[src/rtl/mem_arbiter_pkg.sv]
// Shared types for the IFU/LSU data-memory arbiter.
// FSM states, owner encoding and store byte-mask constants.
package mem_arbiter_pkg;

  typedef enum logic [1:0] {
    ST_IDLE,
    ST_ISSUE,
    ST_WAIT,
    ST_RESP
  } state_e;

  typedef enum logic {
    OWN_IFU = 1'b0,
    OWN_LSU = 1'b1
  } owner_e;

  localparam int WMASK_W = 8;

  localparam logic [WMASK_W-1:0] MASK_D = 8'hff;
  localparam logic [WMASK_W-1:0] MASK_W = 8'h0f;
  localparam logic [WMASK_W-1:0] MASK_H = 8'h03;
  localparam logic [WMASK_W-1:0] MASK_B = 8'h01;

endpackage

[src/rtl/mem_arbiter_if.sv]
// Bus bundle of the arbiter: IFU and LSU request/response channels
// plus the memory-bridge side. slave = arbiter, master = environment.
interface mem_arbiter_if
  import mem_arbiter_pkg::*;
#(
  parameter int XLEN = 64
);

  logic               ifu_req_valid;
  logic               ifu_req_ready;
  logic [XLEN-1:0]    ifu_req_addr;
  logic               ifu_resp_valid;
  logic               ifu_resp_ready;
  logic [XLEN-1:0]    ifu_resp_data;

  logic               lsu_req_valid;
  logic               lsu_req_ready;
  logic [XLEN-1:0]    lsu_req_addr;
  logic               lsu_req_wen;
  logic [XLEN-1:0]    lsu_req_wdata;
  logic [WMASK_W-1:0] lsu_req_wmask;
  logic               lsu_resp_valid;
  logic               lsu_resp_ready;
  logic [XLEN-1:0]    lsu_resp_data;

  logic               mem_req_valid;
  logic               mem_req_ready;
  logic [XLEN-1:0]    mem_req_addr;
  logic               mem_req_wen;
  logic [XLEN-1:0]    mem_req_wdata;
  logic [WMASK_W-1:0] mem_req_wmask;
  logic               mem_resp_valid;
  logic [XLEN-1:0]    mem_resp_data;

  modport slave (
    input  ifu_req_valid, ifu_req_addr, ifu_resp_ready,
    output ifu_req_ready, ifu_resp_valid, ifu_resp_data,
    input  lsu_req_valid, lsu_req_addr, lsu_req_wen,
    input  lsu_req_wdata, lsu_req_wmask, lsu_resp_ready,
    output lsu_req_ready, lsu_resp_valid, lsu_resp_data,
    output mem_req_valid, mem_req_addr, mem_req_wen,
    output mem_req_wdata, mem_req_wmask,
    input  mem_req_ready, mem_resp_valid, mem_resp_data
  );

  modport master (
    output ifu_req_valid, ifu_req_addr, ifu_resp_ready,
    input  ifu_req_ready, ifu_resp_valid, ifu_resp_data,
    output lsu_req_valid, lsu_req_addr, lsu_req_wen,
    output lsu_req_wdata, lsu_req_wmask, lsu_resp_ready,
    input  lsu_req_ready, lsu_resp_valid, lsu_resp_data,
    input  mem_req_valid, mem_req_addr, mem_req_wen,
    input  mem_req_wdata, mem_req_wmask,
    output mem_req_ready, mem_resp_valid, mem_resp_data
  );

endinterface

[src/rtl/mem_arb_grant.sv]
// Pick rule (LSU priority, bounded IFU starvation) and streak counter.
// Ports: ifu/lsu valids, grant fire strobe in; winner and streak out.
module mem_arb_grant
  import mem_arbiter_pkg::*;
#(
  parameter  int MAX_LSU_STREAK = 4,
  localparam int SW = $clog2(MAX_LSU_STREAK + 1)
) (
  input  logic          clk,
  input  logic          rst,
  input  logic          ifu_valid_i,
  input  logic          lsu_valid_i,
  input  logic          fire_i,
  output owner_e        winner_o,
  output logic [SW-1:0] streak_o
);

  localparam logic [SW-1:0] MAX_S = SW'(MAX_LSU_STREAK);

  logic [SW-1:0] streak_q;
  logic [SW-1:0] streak_d;
  logic          starved;

  assign starved  = ifu_valid_i && (streak_q == MAX_S);
  assign streak_o = streak_q;

  always_comb begin
    winner_o = OWN_IFU;
    if (lsu_valid_i && !starved)
      winner_o = OWN_LSU;
  end

  // Streak only grows while IFU is actually waiting.
  always_comb begin
    streak_d = streak_q;
    if (fire_i) begin
      if (winner_o == OWN_LSU && ifu_valid_i)
        streak_d = (streak_q == MAX_S) ? MAX_S
                                       : streak_q + SW'(1);
      else
        streak_d = '0;
    end
  end

  always_ff @(posedge clk) begin
    if (!rst) streak_q <= '0;
    else      streak_q <= streak_d;
  end

endmodule

[src/rtl/mem_arbiter.sv]
// Single-outstanding arbiter of IFU and LSU onto one memory port.
// Ports: clk, rst (sync, active-low) and the bus interface (slave).
module mem_arbiter
  import mem_arbiter_pkg::*;
#(
  parameter  int XLEN           = 64,
  parameter  int MAX_LSU_STREAK = 4,
  localparam int SW = $clog2(MAX_LSU_STREAK + 1)
) (
  input  logic         clk,
  input  logic         rst,
  mem_arbiter_if.slave bus
);

  state_e             state_q, state_d;
  owner_e             owner_q, owner_d;
  logic [XLEN-1:0]    addr_q, addr_d;
  logic               wen_q, wen_d;
  logic [XLEN-1:0]    wdata_q, wdata_d;
  logic [WMASK_W-1:0] wmask_q, wmask_d;
  logic [XLEN-1:0]    rdata_q, rdata_d;

  owner_e        winner;
  logic [SW-1:0] streak_unused;
  logic          idle;
  logic          ifu_rdy;
  logic          lsu_rdy;
  logic          fire;
  logic          resp_rdy;

  mem_arb_grant #(
    .MAX_LSU_STREAK (MAX_LSU_STREAK)
  ) u_grant (
    .clk         (clk),
    .rst         (rst),
    .ifu_valid_i (bus.ifu_req_valid),
    .lsu_valid_i (bus.lsu_req_valid),
    .fire_i      (fire),
    .winner_o    (winner),
    .streak_o    (streak_unused)
  );

  // No handshake while reset is held, so nothing is granted and lost.
  assign idle    = (state_q == ST_IDLE) && rst;
  assign ifu_rdy = idle && (winner == OWN_IFU)
                        && bus.ifu_req_valid;
  assign lsu_rdy = idle && (winner == OWN_LSU)
                        && bus.lsu_req_valid;
  assign fire    = ifu_rdy || lsu_rdy;

  assign resp_rdy = (owner_q == OWN_LSU) ? bus.lsu_resp_ready
                                         : bus.ifu_resp_ready;

  assign bus.ifu_req_ready  = ifu_rdy;
  assign bus.lsu_req_ready  = lsu_rdy;
  assign bus.mem_req_valid  = (state_q == ST_ISSUE);
  assign bus.mem_req_addr   = addr_q;
  assign bus.mem_req_wen    = wen_q;
  assign bus.mem_req_wdata  = wdata_q;
  assign bus.mem_req_wmask  = wmask_q;
  assign bus.ifu_resp_valid = (state_q == ST_RESP)
                              && (owner_q == OWN_IFU);
  assign bus.lsu_resp_valid = (state_q == ST_RESP)
                              && (owner_q == OWN_LSU);
  assign bus.ifu_resp_data  = rdata_q;
  assign bus.lsu_resp_data  = rdata_q;

  always_comb begin
    state_d = state_q;
    owner_d = owner_q;
    addr_d  = addr_q;
    wen_d   = wen_q;
    wdata_d = wdata_q;
    wmask_d = wmask_q;
    rdata_d = rdata_q;
    unique case (state_q)
      ST_IDLE: begin
        if (lsu_rdy) begin
          state_d = ST_ISSUE;
          owner_d = OWN_LSU;
          addr_d  = bus.lsu_req_addr;
          wen_d   = bus.lsu_req_wen;
          wdata_d = bus.lsu_req_wdata;
          // Loads carry no byte enables to memory.
          wmask_d = bus.lsu_req_wen ? bus.lsu_req_wmask
                                    : '0;
        end else if (ifu_rdy) begin
          state_d = ST_ISSUE;
          owner_d = OWN_IFU;
          addr_d  = bus.ifu_req_addr;
          wen_d   = 1'b0;
          wdata_d = '0;
          wmask_d = '0;
        end
      end
      ST_ISSUE: begin
        if (bus.mem_req_ready)
          state_d = ST_WAIT;
      end
      ST_WAIT: begin
        if (bus.mem_resp_valid) begin
          state_d = ST_RESP;
          rdata_d = wen_q ? '0 : bus.mem_resp_data;
        end
      end
      ST_RESP: begin
        if (resp_rdy)
          state_d = ST_IDLE;
      end
      default: state_d = ST_IDLE;
    endcase
  end

  always_ff @(posedge clk) begin
    if (!rst) begin
      state_q <= ST_IDLE;
      owner_q <= OWN_IFU;
      addr_q  <= '0;
      wen_q   <= 1'b0;
      wdata_q <= '0;
      wmask_q <= '0;
      rdata_q <= '0;
    end else begin
      state_q <= state_d;
      owner_q <= owner_d;
      addr_q  <= addr_d;
      wen_q   <= wen_d;
      wdata_q <= wdata_d;
      wmask_q <= wmask_d;
      rdata_q <= rdata_d;
    end
  end

endmodule

[src/flat_wrapper.sv]
// flat-port wrapper written by rule: the top's interface ports become plain ports
module mem_arbiter_flat import mem_arbiter_pkg::*;
#(
  parameter  int XLEN           = 64,
  parameter  int MAX_LSU_STREAK = 4,
  localparam int SW = $clog2(MAX_LSU_STREAK + 1)
)
  (clk, rst, bus_ifu_req_valid, bus_ifu_req_addr, bus_ifu_resp_ready, bus_ifu_req_ready, bus_ifu_resp_valid, bus_ifu_resp_data, bus_lsu_req_valid, bus_lsu_req_addr, bus_lsu_req_wen, bus_lsu_req_wdata, bus_lsu_req_wmask, bus_lsu_resp_ready, bus_lsu_req_ready, bus_lsu_resp_valid, bus_lsu_resp_data, bus_mem_req_valid, bus_mem_req_addr, bus_mem_req_wen, bus_mem_req_wdata, bus_mem_req_wmask, bus_mem_req_ready, bus_mem_resp_valid, bus_mem_resp_data);
  mem_arbiter_if #(.XLEN(XLEN)) bus_i ();
  input  logic clk;
  input  logic rst;
  input wire logic [$bits(bus_i.ifu_req_valid)-1:0] bus_ifu_req_valid;
  input wire logic [$bits(bus_i.ifu_req_addr)-1:0] bus_ifu_req_addr;
  input wire logic [$bits(bus_i.ifu_resp_ready)-1:0] bus_ifu_resp_ready;
  output wire logic [$bits(bus_i.ifu_req_ready)-1:0] bus_ifu_req_ready;
  output wire logic [$bits(bus_i.ifu_resp_valid)-1:0] bus_ifu_resp_valid;
  output wire logic [$bits(bus_i.ifu_resp_data)-1:0] bus_ifu_resp_data;
  input wire logic [$bits(bus_i.lsu_req_valid)-1:0] bus_lsu_req_valid;
  input wire logic [$bits(bus_i.lsu_req_addr)-1:0] bus_lsu_req_addr;
  input wire logic [$bits(bus_i.lsu_req_wen)-1:0] bus_lsu_req_wen;
  input wire logic [$bits(bus_i.lsu_req_wdata)-1:0] bus_lsu_req_wdata;
  input wire logic [$bits(bus_i.lsu_req_wmask)-1:0] bus_lsu_req_wmask;
  input wire logic [$bits(bus_i.lsu_resp_ready)-1:0] bus_lsu_resp_ready;
  output wire logic [$bits(bus_i.lsu_req_ready)-1:0] bus_lsu_req_ready;
  output wire logic [$bits(bus_i.lsu_resp_valid)-1:0] bus_lsu_resp_valid;
  output wire logic [$bits(bus_i.lsu_resp_data)-1:0] bus_lsu_resp_data;
  output wire logic [$bits(bus_i.mem_req_valid)-1:0] bus_mem_req_valid;
  output wire logic [$bits(bus_i.mem_req_addr)-1:0] bus_mem_req_addr;
  output wire logic [$bits(bus_i.mem_req_wen)-1:0] bus_mem_req_wen;
  output wire logic [$bits(bus_i.mem_req_wdata)-1:0] bus_mem_req_wdata;
  output wire logic [$bits(bus_i.mem_req_wmask)-1:0] bus_mem_req_wmask;
  input wire logic [$bits(bus_i.mem_req_ready)-1:0] bus_mem_req_ready;
  input wire logic [$bits(bus_i.mem_resp_valid)-1:0] bus_mem_resp_valid;
  input wire logic [$bits(bus_i.mem_resp_data)-1:0] bus_mem_resp_data;
  assign bus_i.ifu_req_valid = bus_ifu_req_valid;
  assign bus_i.ifu_req_addr = bus_ifu_req_addr;
  assign bus_i.ifu_resp_ready = bus_ifu_resp_ready;
  assign bus_ifu_req_ready = bus_i.ifu_req_ready;
  assign bus_ifu_resp_valid = bus_i.ifu_resp_valid;
  assign bus_ifu_resp_data = bus_i.ifu_resp_data;
  assign bus_i.lsu_req_valid = bus_lsu_req_valid;
  assign bus_i.lsu_req_addr = bus_lsu_req_addr;
  assign bus_i.lsu_req_wen = bus_lsu_req_wen;
  assign bus_i.lsu_req_wdata = bus_lsu_req_wdata;
  assign bus_i.lsu_req_wmask = bus_lsu_req_wmask;
  assign bus_i.lsu_resp_ready = bus_lsu_resp_ready;
  assign bus_lsu_req_ready = bus_i.lsu_req_ready;
  assign bus_lsu_resp_valid = bus_i.lsu_resp_valid;
  assign bus_lsu_resp_data = bus_i.lsu_resp_data;
  assign bus_mem_req_valid = bus_i.mem_req_valid;
  assign bus_mem_req_addr = bus_i.mem_req_addr;
  assign bus_mem_req_wen = bus_i.mem_req_wen;
  assign bus_mem_req_wdata = bus_i.mem_req_wdata;
  assign bus_mem_req_wmask = bus_i.mem_req_wmask;
  assign bus_i.mem_req_ready = bus_mem_req_ready;
  assign bus_i.mem_resp_valid = bus_mem_resp_valid;
  assign bus_i.mem_resp_data = bus_mem_resp_data;
  mem_arbiter #(.XLEN(XLEN), .MAX_LSU_STREAK(MAX_LSU_STREAK)) u_core (.clk(clk), .rst(rst), .bus(bus_i));
endmodule
[config.mk]
export PLATFORM = sky130hd
export DESIGN_NAME = mem_arbiter_flat
export DESIGN_NICKNAME = d
export VERILOG_FILES = /design/src/rtl/mem_arbiter_pkg.sv /design/src/rtl/mem_arbiter_if.sv /design/src/rtl/mem_arb_grant.sv /design/src/rtl/mem_arbiter.sv /design/src/flat_wrapper.sv
export SDC_FILE = /design/constraint.sdc
export NUM_CORES = 1
export LEC_CHECK = 0
export CAP_MARGIN = 15
export CORE_AREA = 4 4 210 212
export DETAILED_ROUTE_END_ITERATION = 10
export DIE_AREA = 0 0 214 216
export DONT_BUFFER_PORTS = 1
export PLACE_DENSITY_LB_ADDON = 0.1
export SLEW_MARGIN = 20
export SYNTH_ARGS = -nofsm -noshare
export SYNTH_HDL_FRONTEND = slang
export SYNTH_SLANG_ARGS = --single-unit
[constraint.sdc]
create_clock -name clk -period 3.35 [get_ports clk]
set_clock_uncertainty 0.05 [all_clocks]
set_input_delay 0.335 -clock clk [delete_from_list [all_inputs] [get_ports clk]]
set_output_delay 0.335 -clock clk [all_outputs]
set_load 0.01 [all_outputs]
Word-level counts from Yosys, hierarchy flattened
Cells that the tools add are included.

storage, ports and cells
  register bits after elaboration = 207
  latch bits = 0
  memory bits (writable) = 0
  bits in read-only memories = 0
  input bits = 273
  output and inout port bits = 270
  word-level logic and storage cells = 57
  memories kept = 0

operators by class
  $add $sub $neg = 1
  $mul = 0
  div/mod/pow operators = 0
  $lt $le $gt $ge = 0
  equality and inequality tests = 8
  shift-type cells = 0
  multiplexer cells = 21
  bitwise operators = 2
  reduce and logical (&&, ||, !) cells = 17

operators by type and width
  operator                                              count
  2-to-1 mux 64 bit                                     5
  2-to-1 mux 8 bit                                      3
  logical AND 1 bit                                     10
  2-to-1 mux 2 bit                                      5
  one-hot mux 2 bit (4 select lines)                    1
  2-to-1 mux 3 bit                                      2
  2-to-1 mux 1 bit                                      5
  equality test 2 bit (second input constant)           2
  != test 2 x 1 -> 1 bit (second input constant)        2
  AND reduction 2 bit                                   2
  AND reduction 4 bit                                   1
  adder 3 x 1 -> 3 bit (second input constant)          1
  equality test 3 bit (second input constant)           1
  != test 3 x 1 -> 1 bit (second input constant)        1
  equality test 2 x 1 -> 1 bit (second input constant)  1
  zero test 2 bit                                       1
  != test 2 bit (second input constant)                 1
  NOT 1 bit                                             2
  nonzero test 2 bit                                    1
  zero test 1 bit                                       1
  logical OR 1 bit                                      1

Longest topological paths before layout
Gate-level depths: netlist of run 1.

  depth after elaboration = 11
  mapped depth = 9
  depth with buffers taken out = 7

Cells and area by module
A second synthesis of run 1 with hierarchy kept.

second synthesis, totals
  cell total of the unflattened synthesis = 1,007
  area total of the unflattened synthesis = 8,846.0 sq um

modules (own cells, without submodules)
  module         instances  cells each  area an instance (sq um)
  mem_arbiter    1          983         8,653.3
  mem_arb_grant  1          24          192.7

Worst setup path after synthesis of run 1
OpenSTA, ideal clock, no wires.

  path type = register to output
  from = register u_core.state_q[0]
  to = output bus_ifu_req_ready
  arrival time = 1.361 ns
  data required time = 2.965 ns
  slack = 1.604 ns
  cell stages (with the launch flop) = 8
  cell sequence = dfxtp_1 > inv_1 > ha_1 > nand3_2 > buf_6 > buf_12 > buf_6 > nor2b_1

between the ends
  word-level cells in the longest chain between the ends = 4

ends and longest elaborated chain
  what                      RTL line            source
  start: declaration        mem_arbiter.sv:15   state_e state_q, state_d;
  start signal: assignment  mem_arbiter.sv:124  state_q <= state_d;
  zero test 2 bit           mem_arbiter.sv:44   assign idle = (state_q == ST_IDLE) && rst;
  logical AND 1 bit         mem_arbiter.sv:44
  logical AND 1 bit         mem_arbiter.sv:45   assign ifu_rdy = idle && (winner == OWN_IFU)
  logical AND 1 bit         mem_arbiter.sv:46   && bus.ifu_req_valid;
  end: declaration          flat_wrapper.sv:15  output wire logic [$bits(bus_i.ifu_req_ready)-1:0] bus_ifu_req_ready;

Every way passes these cells.

Worst setup path in the final report of run 1
  from = register u_core.state_q[1]
  to = output bus_ifu_req_ready

Same word-level chain as after synthesis.

==> results.yml, run 1 <==
logic_synthesis:
  ys_async_sr_fraction_pct: 0
  syn-instance-count: 1001
  synth_cell_types: 34
  synthFlopType: "dfxtp_1"
  ys_ff_latch: 207
  yosysTopAreaCell: "dfxtp_1"
  yosysWarnings: 0
  synth_edf_count: 0
  yosysSeqAreaShare_pct: 44.0
  synthTopCellsByArea: "dfxtp_1 44%, mux2i_1 7.1%, o211a_1 6.8%"
  synth_area_mm2: 0.00942
  syn_nets: 1281
  syn_area_per_cell_um2: 9.41
  synth_top_area_share_pct: 44.0
detailed_routing:
  met1Wirelength_um: 12400
  first_iter_violations: 283
  avgRoutedWirePerCell_um: 20.2
  via_per_inst: 4.57
  drtAntennaViolNets: 0
  route.detailed.drc: 0
  dr_total_vias: 7651
  drt_wl_total_um: 33700
  met2WireLength_um: 17300
  met3WireLength_um: 2870
  first_pass_iters: 4
  top_layer_used: "met4"
cells_and_area:
  drive_above_1_share_pct: 5.03
  nets: 1396
  layout_commonest_cell: "dlygate4sd3_1"
  fillCellCount: 4422
  syn2layout_area_growth_pct: 31.1
  layout_common_cells: "229 x dlygate4sd3_1, 206 x dfxtp_1, 132 x nand2_1"
power_and_ir_drop:
  p_int_uw: 5280
  power.total_uw: 7840
  power_density_mw_per_mm2: 635
  clkPwrFrac_pct: 33.9
  switching_power_uw: 2560
  power_leakage_uw: 0.00549
  p_seq_share_pct: 42.5
  combPwrFrac_pct: 23.6
  swShare_pct: 32.6
  ir_drop_v: 0.000366
placed_design:
  dp_hpwl_um: 22300
  port-buffer-count: 0
  place_congestion: 0.747
flow_run:
  drv_cap: 0
global_routing:
  grt_pass1_wl_um: 51100
  grt_max_degree: 195
  antenna_found_initial: 2
  first_global_vias: 8070
  grt-ovfl-total: 0
  grt_usage_pct: 13.8
setup_path:
  endpoint: "bus_ifu_req_ready"
  arrival_ns: 2.47
  cp_max_fo: 51
  cp.required_ns: 2.96
  cp-startpoint: "u_core.state_q[1]$_SDFFE_PN0P_"
  crit_type: "reg2out"
  reg2reg_depth: 8
  r2r_end: "u_core.bus.mem_req_addr[18]$_SDFFE_PN0P_"
  worstSetupStartpointType: "flip-flop"
  cp-end-kind: "primary output"
  r2r-start: "u_core.state_q[1]$_SDFFE_PN0P_"
  regToRegSetupSlack_ns: 0.53
floorplan:
  die_h_um: 216
  dieArea_mm2: 0.0462
  coreArea_mm2: 0.0419
  num_rows: 75
  die_w_um: 214
  pin_count: 543
  start_util_pct: 22.5
cts:
  clk_latency_ns: 0.54
  clk_pin_slew_ns: 0.06
  clkSinkCount: 207
  cts_tree: "built"
  numCtsBuffers: 26
  clk_path_buf_depth: 3
  ctsHtreeMaxLevel: 1
  root_buffer: "clkbuf_16"
min_path:
  min-delay-path-class: "in2reg"
  hold_start: "bus_ifu_req_addr[35]"
timing:
  min_period_ns: 2.86
  rsz0062_at_grt: "no"
  clock.fmax_mhz: 350
  worst_pin_slew_ns: 0.941
  min_period_over_period_pct: 85.3
  setup_viol: 0
  tns_ns: 0
  drv_slew: 0
  max-slew-margin-rel_pct: 37.3
  timing.final.hold_violations: 0
status:
  status: "completed"
-- through the flow --
step	hold WS [ns]	util, %	cells	setup WS (ns)	instance area, um^2
final	0.0270	29.4	1674	0.493	12400
after global routing	0.0113	29.4	1674	0.276	12400
after CTS	0.000403	29.4	1672	0.391	12300
after detailed placement	0.429	22.0	1397	1.00	9230
after global placement	0.423	22.0	1396	1.05	9220
after floorplan	0.418	-	1001	1.60	9420
-- worst min-delay path by stage --
stage	to	cells after the start	slack (ns)
finish	u_core.bus.mem_req_addr[35]$_SDFFE_PN0P_	3	0.03
global placement	u_core.bus.mem_req_wdata[44]$_SDFFE_PN0P_	2	0.42
global route	u_core.bus.mem_req_addr[11]$_SDFFE_PN0P_	3	0.01
detailed placement	u_core.bus.mem_req_wdata[31]$_SDFFE_PN0P_	2	0.43
floorplan	u_core.owner_q$_SDFFE_PN0P_	2	0.42
CTS	u_core.bus.mem_req_addr[10]$_SDFFE_PN0P_	3	0.0004
-- kinds of logic after synthesis --
family                   after synthesis  share of synthesized area, %
AO/OA/AOI/OAI                        211                          16.9
adder cells (fa/ha/maj)                7                         0.929
buffers and inverters                162                          11.4
multiplexers                          67                          7.12
flip-flops                           207                          44.0
AND/OR/NAND/NOR                      347                          19.7
-- cell type report --
| cell class | count | area [um^2] | share of cell area (%) |
|---|---|---|---|
| Clock buffer | 40 | 753 | 6.10 |
| Timing Repair Buffer | 242 | 2480 | 20.1 |
| Sequential cell | 207 | 4150 | 33.6 |
| Inverter | 7 | 26.3 | 0.213 |
| Multi-Input combinational cell | 632 | 4220 | 34.2 |
| Clock inverter | 5 | 42.5 | 0.344 |
| Tap cell | 539 | 674 | 5.46 |
| Antenna cell | 2 | 5.00 | 0.0405 |
-- registers in the layout, indices dropped and copies added (netlist names) --
name,flops
u_core.bus.ifu_resp_data,64
u_core.bus.mem_req_addr,64
u_core.bus.mem_req_wdata,64
u_core.bus.mem_req_wmask,8
u_core.u_grant.streak_o,3
u_core.state_q,2
u_core.bus.mem_req_wen,1
u_core.owner_q,1
-- worst max-delay path, stage by stage, from the launching register on --
cell and delay (ns):
dfxtp_1 0.34, inv_1 0.11, ha_1 0.32, nand3_4 0.49, buf_12 0.40, nor2b_1 0.25
-- power groups by stage --
stage | Clock (uW) | Sequential (uW) | Combinational [uW]
floorplan | 0 | 3180 | 1410
global placement | 0 | 3410 | 1390
detailed placement | 0 | 3400 | 1420
CTS | 2780 | 3350 | 1860
global route | 2870 | 3380 | 2080
finish | 2660 | 3330 | 1850
-- timing repair --
action,in CTS,in global routing
gates resized for setup,0,0
hold buffers,230,0
hold endpoints to repair,207,0
buffers inserted,0,0
-- cells in the mapped netlist (5+ instances only) --
cell type,count
inv_1,6
nor3b_1,64
clkbuf_1,28
ha_1,7
buf_6,10
nand2_1,133
buf_2,33
nand3_1,65
buf_1,6
a21boi_1,60
nor2b_1,77
o211a_1,64
a21oi_1,65
a21boi_0,5
dfxtp_1,207
buf_8,6
mux2i_1,67
buf_4,71
a32oi_1,9
-- per-layer routing --
| layer | up-vias | GRT usage [%] |
|---|---|---|
| li1 | 3622 | - |
| met1 | 3650 | 14.4 |
| met2 | 322 | 25.6 |
| met3 | 57 | 4.70 |
| met4 | 0 | 5.17 |
| met5 | - | 0 |
(Power assumes the default switching activity.)
==> run 2: changes to the inputs <==
--- a/config.mk
+++ b/config.mk
@@ -5,12 +5,15 @@
 export SDC_FILE = /design/constraint.sdc
 export NUM_CORES = 1
 export LEC_CHECK = 0
+export ABC_AREA = 0
 export CAP_MARGIN = 15
 export CORE_AREA = 4 4 210 212
 export DETAILED_ROUTE_END_ITERATION = 10
 export DIE_AREA = 0 0 214 216
 export DONT_BUFFER_PORTS = 1
+export HOLD_SLACK_MARGIN = 0.12
 export PLACE_DENSITY_LB_ADDON = 0.1
+export SKIP_CTS_REPAIR_TIMING = 1
 export SLEW_MARGIN = 20
 export SYNTH_ARGS = -nofsm -noshare
 export SYNTH_HDL_FRONTEND = slang
==> run 2 against run 1 <==
Flip-flop and latch count is the same; final area grew 4.7%; sequential share of layout area shrank 1.5 points; highest routed layer unchanged; critical endpoint unchanged; largest cell class unchanged; combinational power grew 4%.
==> results.yml, run 2 (synthesis results as in run 1) <==
timing:
  tns_ns: 0
  max-slew-margin-rel_pct: 35.9
  min_period_over_period_pct: 85.6
  setup_viol: 0
  drv_slew: 0
  rsz0062_at_grt: "no"
  worst_pin_slew_ns: 0.961
  min_period_ns: 2.87
  worst_slack_ns: 0.483
  clock.fmax_mhz: 349
  timing.final.hold_violations: 0
power_and_ir_drop:
  ir_drop_v: 0.000366
  power.total_uw: 7910
  power_density_mw_per_mm2: 612
  power_leakage_uw: 0.00572
detailed_routing:
  dr_total_vias: 7851
  route.detailed.drc: 0
  via_per_inst: 4.53
  avgRoutedWirePerCell_um: 19.7
  first_pass_iters: 4
  drtAntennaViolNets: 0
  first_iter_violations: 329
  drt_wl_total_um: 34200
placed_design:
  port-buffer-count: 0
  pre_cts_slack_ns: 1.00
  dp_hpwl_um: 22300
  place_congestion: 0.747
  placedCellCount: 1397
setup_path:
  reg2reg_depth: 8
  cp-startpoint: "u_core.state_q[1]$_SDFFE_PN0P_"
  cp.required_ns: 2.96
  regToRegSetupSlack_ns: 0.52
  cp_max_fo: 51
  arrival_ns: 2.48
  crit_type: "reg2out"
  cp-end-kind: "primary output"
  r2r-start: "u_core.state_q[1]$_SDFFE_PN0P_"
  worstSetupStartpointType: "flip-flop"
  r2r_end: "u_core.bus.mem_req_addr[15]$_SDFFE_PN0P_"
global_routing:
  antenna_found_initial: 2
  grt-ovfl-total: 0
  use_met1_pct: 13.7
  grt_pass1_wl_um: 46900
  grtUsageMet3_pct: 4.94
  use_met2_pct: 23.4
  first_global_vias: 6770
  grt_usage_pct: 13.0
  grt_max_degree: 214
  busiest_layer: "met2"
cts:
  root_buffer: "clkbuf_16"
  cts_tree: "built"
  clk_path_buf_depth: 3
  ctsHtreeMaxLevel: 1
  clk_pin_slew_ns: 0.06
  numCtsBuffers: 26
  clk_latency_ns: 0.55
  clkSinkCount: 207
min_path:
  hold_start: "bus_mem_resp_data[34]"
  min_to: "u_core.bus.ifu_resp_data[34]$_SDFFE_PN0P_"
  min-delay-path-class: "in2reg"
  min_path_cells: 3
floorplan:
  dieArea_mm2: 0.0462
  start_util_pct: 22.5
  die_h_um: 216
  die_w_um: 214
  coreArea_mm2: 0.0419
  pin_count: 543
  num_rows: 75
cells_and_area:
  layout_commonest_cell: "dlygate4sd3_1"
  nets: 1454
  fin_cells: 1732
  layout_common_cells: "287 x dlygate4sd3_1, 206 x dfxtp_1, 132 x nand2_1"
  drive_above_1_share_pct: 4.79
  syn2layout_area_growth_pct: 37.2
flow_run:
  drv_cap: 0
status:
  status: "completed"
[run 2: critical path: stages (launching register included)]
cell,delay (ns)
dfxtp_1,0.34
inv_1,0.12
ha_1,0.32
nand3_4,0.49
buf_12,0.39
nor2b_1,0.26
[run 2: worst max-delay path by stage]
stage | to | cells past startpoint
6_report | bus_ifu_req_ready | 5
5_1_grt | bus_ifu_req_ready | 5
4_1_cts | bus_ifu_req_ready | 5
3_5_place_dp | bus_ifu_req_ready | 5
3_3_place_gp | bus_ifu_req_ready | 5
2_1_floorplan | bus_ifu_req_ready | 7
[run 2: report_power, final]
group	leakage [uW]	switching, uW	internal (uW)
Sequential	0.00169	526	2810
Clock	0.000386	1120	1540
Combinational	0.00365	932	988
Total	0.00572	2570	5330
[run 2: cell type report]
class | count | area, um^2
inverter | 7 | 26.3
tap | 539 | 674
clock buffer | 40 | 753
antenna | 2 | 5.00
fill | 4390 | 29000
clock inverter | 5 | 42.5
sequential | 207 | 4150
timing repair buffer | 300 | 3070
multi-input combinational | 632 | 4220
[run 2: through the flow]
| stage | area (um^2) | hold WS, ns | util, % |
|---|---|---|---|
| global route | 12900 | 0.149 | 30.8 |
| detailed placement | 9230 | 0.429 | 22.0 |
| finish | 12900 | 0.0937 | 30.8 |
| CTS | 10000 | -0.171 | 23.9 |
| global placement | 9220 | 0.423 | 22.0 |
| floorplan | 9420 | 0.418 | - |
[run 2: metal layers]
| layer | vias up | part of all wire (%) |
|---|---|---|
| li1 | 3739 | - |
| met1 | 3714 | 37 |
| met2 | 335 | 51 |
| met3 | 63 | 8.1 |
| met4 | 0 | 3.7 |
| met5 | - | 0 |
